### src/rtl/mem_port_arbiter.sv
// Arbitrates one shared memory port between instruction fetch and data access.
// Data has priority, but IF is forced after MAX_DATA_STREAK data grants in a row.
module mem_port_arbiter #(
   parameter int unsigned MAX_DATA_STREAK = 4,
   parameter int unsigned TIMEOUT_CYCLES  = 16,
   parameter logic [31:0] ERR_WORD        = 32'hDEADBEEF
) (
   input  logic        clock,
   input  logic        reset,
   input  logic        if_req,
   input  logic [31:0] if_addr,
   output logic [31:0] if_rdata,
   output logic        if_ready,
   input  logic        dm_req,
   input  logic        dm_we,
   input  logic [31:0] dm_addr,
   input  logic [31:0] dm_wdata,
   output logic [31:0] dm_rdata,
   output logic        dm_ready,
   output logic        mem_req,
   output logic        mem_we,
   output logic [31:0] mem_addr,
   output logic [31:0] mem_wdata,
   input  logic [31:0] mem_rdata,
   input  logic        mem_ack,
   output logic        stall_if,
   output logic        stall_mem,
   output logic        timeout_err
);

   localparam int unsigned SW = $clog2(MAX_DATA_STREAK + 1);
   localparam int unsigned TW = (TIMEOUT_CYCLES > 1) ? $clog2(TIMEOUT_CYCLES) : 1;

   typedef enum logic [1:0] {IDLE, GRANT_D, GRANT_I, RESP} state_t;

   state_t        state_q, state_d;
   logic [SW-1:0] streak_q, streak_d;
   logic [TW-1:0] tmo_q, tmo_d;
   logic          mem_req_q, mem_req_d;
   logic          mem_we_q, mem_we_d;
   logic [31:0]   mem_addr_q, mem_addr_d;
   logic [31:0]   mem_wdata_q, mem_wdata_d;
   logic [31:0]   if_rdata_q, if_rdata_d;
   logic [31:0]   dm_rdata_q, dm_rdata_d;
   logic          if_ready_q, if_ready_d;
   logic          dm_ready_q, dm_ready_d;
   logic          timeout_err_q, timeout_err_d;
   logic          data_win;
   logic          done;

   always_comb begin
      state_d       = state_q;
      streak_d      = streak_q;
      tmo_d         = tmo_q;
      mem_req_d     = mem_req_q;
      mem_we_d      = mem_we_q;
      mem_addr_d    = mem_addr_q;
      mem_wdata_d   = mem_wdata_q;
      if_rdata_d    = if_rdata_q;
      dm_rdata_d    = dm_rdata_q;
      if_ready_d    = 1'b0;
      dm_ready_d    = 1'b0;
      timeout_err_d = timeout_err_q;
      data_win      = 1'b0;
      done          = 1'b0;

      case (state_q)
         IDLE: begin
            data_win = dm_req && !(if_req && streak_q == SW'(MAX_DATA_STREAK));
            // A data win with if_req pending implies streak < MAX, so +1 never overshoots.
            streak_d = (data_win && if_req) ? streak_q + SW'(1) : '0;
            if (data_win) begin
               state_d     = GRANT_D;
               mem_req_d   = 1'b1;
               mem_we_d    = dm_we;
               mem_addr_d  = dm_addr;
               mem_wdata_d = dm_wdata;
               tmo_d       = '0;
            end else if (if_req) begin
               state_d    = GRANT_I;
               mem_req_d  = 1'b1;
               mem_we_d   = 1'b0;
               mem_addr_d = if_addr;
               tmo_d      = '0;
            end
         end
         GRANT_D, GRANT_I: begin
            done = mem_ack || (tmo_q == TW'(TIMEOUT_CYCLES - 1));
            if (done) begin
               state_d   = RESP;
               mem_req_d = 1'b0;
               mem_we_d  = 1'b0;
               if (!mem_ack) begin
                  timeout_err_d = 1'b1;
               end
               if (state_q == GRANT_I) begin
                  if_ready_d = 1'b1;
                  if_rdata_d = mem_ack ? mem_rdata : ERR_WORD;
               end else begin
                  dm_ready_d = 1'b1;
                  if (!mem_we_q) begin
                     dm_rdata_d = mem_ack ? mem_rdata : ERR_WORD;
                  end
               end
            end else begin
               tmo_d = tmo_q + TW'(1);
            end
         end
         RESP: begin
            state_d = IDLE;
         end
         default: begin
            state_d = IDLE;
         end
      endcase
   end

   always_ff @(posedge clock) begin
      if (reset) begin
         state_q       <= IDLE;
         streak_q      <= '0;
         tmo_q         <= '0;
         mem_req_q     <= 1'b0;
         mem_we_q      <= 1'b0;
         mem_addr_q    <= '0;
         mem_wdata_q   <= '0;
         if_rdata_q    <= '0;
         dm_rdata_q    <= '0;
         if_ready_q    <= 1'b0;
         dm_ready_q    <= 1'b0;
         timeout_err_q <= 1'b0;
      end else begin
         state_q       <= state_d;
         streak_q      <= streak_d;
         tmo_q         <= tmo_d;
         mem_req_q     <= mem_req_d;
         mem_we_q      <= mem_we_d;
         mem_addr_q    <= mem_addr_d;
         mem_wdata_q   <= mem_wdata_d;
         if_rdata_q    <= if_rdata_d;
         dm_rdata_q    <= dm_rdata_d;
         if_ready_q    <= if_ready_d;
         dm_ready_q    <= dm_ready_d;
         timeout_err_q <= timeout_err_d;
      end
   end

   assign mem_req     = mem_req_q;
   assign mem_we      = mem_we_q;
   assign mem_addr    = mem_addr_q;
   assign mem_wdata   = mem_wdata_q;
   assign if_rdata    = if_rdata_q;
   assign dm_rdata    = dm_rdata_q;
   assign if_ready    = if_ready_q;
   assign dm_ready    = dm_ready_q;
   assign timeout_err = timeout_err_q;
   assign stall_if    = if_req & ~if_ready_q;
   assign stall_mem   = dm_req & ~dm_ready_q;

endmodule
### config.mk
export PLATFORM = sky130hd
export DESIGN_NAME = mem_port_arbiter
export DESIGN_NICKNAME = d
export VERILOG_FILES = /design/src/rtl/mem_port_arbiter.sv
export SDC_FILE = /design/constraint.sdc
export NUM_CORES = 1
export LEC_CHECK = 0
export ABC_AREA = 1
export ABC_CLOCK_PERIOD_IN_PS = 4700
export CELL_PAD_IN_SITES_DETAIL_PLACEMENT = 1
export CELL_PAD_IN_SITES_GLOBAL_PLACEMENT = 1
export CORE_ASPECT_RATIO = 1.25
export CORE_MARGIN = 8
export CORE_UTILIZATION = 31
export CTS_CLUSTER_DIAMETER = 30
export CTS_CLUSTER_SIZE = 40
export DETAILED_ROUTE_END_ITERATION = 6
export GPL_TIMING_DRIVEN = 0
export MAX_ROUTING_LAYER = met4
export PLACE_DENSITY_LB_ADDON = 0.12
export RECOVER_POWER = 100
export SETUP_SLACK_MARGIN = 0.15
export SLEW_MARGIN = 20
export SYNTH_ARGS = -nofsm -noshare
export SYNTH_HDL_FRONTEND = slang
export SYNTH_SLANG_ARGS = --single-unit
export TNS_END_PERCENT = 20
### constraint.sdc
create_clock -name clock -period 4.7 [get_ports clock]
set_input_delay 0.94 -clock clock [delete_from_list [all_inputs] [get_ports clock]]
set_output_delay 0.94 -clock clock [all_outputs]
set_load 0.02 [all_outputs]
==> impl_metrics.tcl <==
set metrics [dict create \
    routed_via_density 4.68 \
    yosys.cell_types.count 22 \
    syn_to_final_growth_pct 58.3 \
    synth_top_family_by_area "simple AND/OR/NAND/NOR gates" \
    grt.total_usage_pct 20.4 \
    h-tree-depth 4 \
    clkPwrFrac_pct 26.8 \
    comb_power_share_pct 44.8 \
    routedLengthMet1_um 10000 \
    rsz0062_at_grt "false" \
    swShare_pct 40.4 \
    slew_viol_final 0 \
    chipWidth_um 142 \
    power.switching_mw 2.33 \
    cts_tree "done" \
    ir_worst_vdd_uv 268 \
    dr.pass1.iters 4 \
    post-route-util_pct 49.3 \
    routedWlPerCell_um 17.0 \
    clk_pin_slew_ns 0.06 \
    synthSimpleGateAreaFrac_pct 33.3 \
    pin_count 269 \
    grt_first_pass_wirelength_um 39000 \
    slew_headroom_pct 53.7 \
    antenna_cells 0 \
    finalCritPeriodShare_pct 70.7 \
    cp.arrival_ns 2.38 \
    die_area_um2 24800 \
    synth_xor_area_share_pct 0.141 \
    min_path_cells 2 \
    required_ns 3.76 \
    worst_hold_slack_ns 0.458 \
    start_kind "primary input" \
    fmax_ghz 0.301 \
    synthCells 889 \
    tightest_slew_ns 0.694 \
    clock_sinks 142 \
    rows 58 \
    final_common_cell "nand2_1" \
    fin_crit_ns 3.32 \
    synth.ff_latch_count 142 \
    p_int_mw 3.43 \
    highest_layer "met4" \
    synth_adder_area_share_pct 1.21 \
    root_buffer "clkbuf_16" \
    fin_nets 1314 \
    dpl.hpwl_um 19100 \
    crit_path_end_kind "output port" \
    fillers 2558 \
    port_buffers 266 \
    start_util_pct 31.1 \
    synth_seq_area_share_pct 45.9 \
    seqCellArea_um2 2840 \
    finalHoldViolations 0 \
    antenna_found_initial 0 \
    drc 0 \
    clock_latency_ns 0.42 \
    layout_common_cells "256 x nand2_1, 142 x dfxtp_1, 136 x dlygate4sd3_1" \
    finalSetupViolCount 0 \
    drt_iter0_markers 227 \
    via_count 6813 \
    met3RoutedLength_um 1640 \
    gp_congestion 0.824 \
    clock_path_buffers 2 \
    synth.area.mux_share_pct 0 \
    cts_resized 0 \
    fp.dieH_um 174 \
    syn_nets 1029 \
    crit_type "in -> out" \
    cts_made_buffers 17 \
    grt_pass1_vias 7272 \
    skew_ns 0.0138 \
    cap_violations 0 \
    synth_compound_area_share_pct 8.89 \
    yosysWarningCount 0 \
    r2r_cells 9 \
    power.density_nw_per_um2 587 \
    core_um2 19900 \
    multi_input_area_um2 2680 \
    overflow 0 \
    worst-path-max-fanout 3 \
    post-cts-setup-buffer-count 0 \
    seqPwrFrac_pct 28.4 \
    hp-class "reg -> reg" \
    syn_area_um2 6190 \
    p_leak_nw 4.47 \
    tns_ns 0 \
    postCtsHoldBufs 0 \
    drtAntennaViolNets 0 \
    wl_um 24700 \
    avgSynthCellArea_um2 6.96 \
    status "complete, no violations" \
    post_route_cells_drive_above_1_share_pct 4.97 \
    wl_met2_um 12700 \
    grt_max_degree 17 \
]
==> path summary, 6_finish.rpt <==
check                                  start            to  slack (ns)
worst max register to register    state_q[0]   dm_rdata[3]        2.22
worst max-delay path                  dm_req     stall_mem        1.38
worst min-delay path            mem_wdata[8]  mem_wdata[8]        0.46
worst min register to register  mem_wdata[8]  mem_wdata[8]        0.46
==> cell families (layout without fill, tap and decap cells) <==
logic type	count (synthesis)	in the layout
simple gates	480	480
buf+inv	151	448
flops	142	142
compound gates	109	109
fa+ha+maj	6	6
xor+xnor	1	1
==> worst max-delay path, stage by stage <==
cell	delay, ns
dlygate4sd3_1	0.63
inv_1	0.06
nor2_1	0.08
dlygate4sd3_1	0.68
==> registers in the layout, summed over array words and instances, names as in the netlist <==
signal / cells
dm_rdata: 32
if_rdata: 32
mem_addr: 32
mem_wdata: 32
tmo_q: 4
streak_q: 3
state_q: 2
dm_ready: 1
if_ready: 1
mem_req: 1
mem_we: 1
timeout_err: 1
==> per-stage QoR <==
step / setup WS, ns / total power [mW] / cell area (um^2) / cells
2_1_floorplan: 2.51 / 3.25 / 6190 / 889
3_3_place_gp: 1.49 / 4.34 / 9190 / 1425
3_5_place_dp: 1.48 / 4.40 / 9190 / 1425
4_1_cts: 1.48 / 5.97 / 9860 / 1456
5_1_grt: 1.33 / 6.15 / 9800 / 1456
6_report: 1.38 / 5.75 / 9800 / 1456
==> power groups by stage <==
| stage | clock [mW] | combinational, mW | sequential (mW) |
|---|---|---|---|
| floorplan | 0 | 1.27 | 1.98 |
| global placement | 0 | 2.68 | 1.66 |
| detailed placement | 0 | 2.73 | 1.67 |
| CTS | 1.58 | 2.74 | 1.65 |
| global route | 1.63 | 2.84 | 1.67 |
| finish | 1.54 | 2.58 | 1.63 |
==> synth_stat cells <==
| cell type | number | area share (%) |
|---|---|---|
| nand2_1 | 254 | 15 |
| dfxtp_1 | 142 | 46 |
| a21oi_1 | 105 | 8.5 |
| nor2_1 | 90 | 5.5 |
| inv_1 | 81 | 4.9 |
| nand3_1 | 71 | 5.7 |
| nand4_1 | 59 | 6.0 |
| buf_2 | 33 | 2.7 |
| clkbuf_1 | 24 | 1.5 |
| buf_4 | 7 | 0.85 |
| ha_1 | 6 | 1.2 |
| buf_1 | 3 | 0.18 |
| buf_6 | 2 | 0.36 |
| nand2_2 | 2 | 0.20 |
| nand3_2 | 2 | 0.32 |
| o21ai_0 | 2 | 0.16 |
| a21oi_2 | 1 | 0.14 |
| a31oi_1 | 1 | 0.10 |
| inv_2 | 1 | 0.061 |
| nor2_4 | 1 | 0.18 |
| nor3_1 | 1 | 0.081 |
| xor2_1 | 1 | 0.14 |
==> routing by layer <==
layer / up-vias / GRT usage [%]
met5: - / -
met4: 0 / 5.42
met3: 25 / 6.01
met2: 176 / 35.9
met1: 3190 / 21.8
li1: 3422 / -
==> layout make-up <==
type | instances | share of cell area [%]
buffer | 69 | 3.12
clock buffer | 18 | 4.38
clock inverter | 13 | 2.41
inverter | 82 | 3.14
multi-input combinational | 596 | 27.3
sequential | 142 | 29.0
tap | 270 | 3.45
timing repair buffer | 266 | 27.2
No activity file was read; power rests on OpenSTA's default activity.
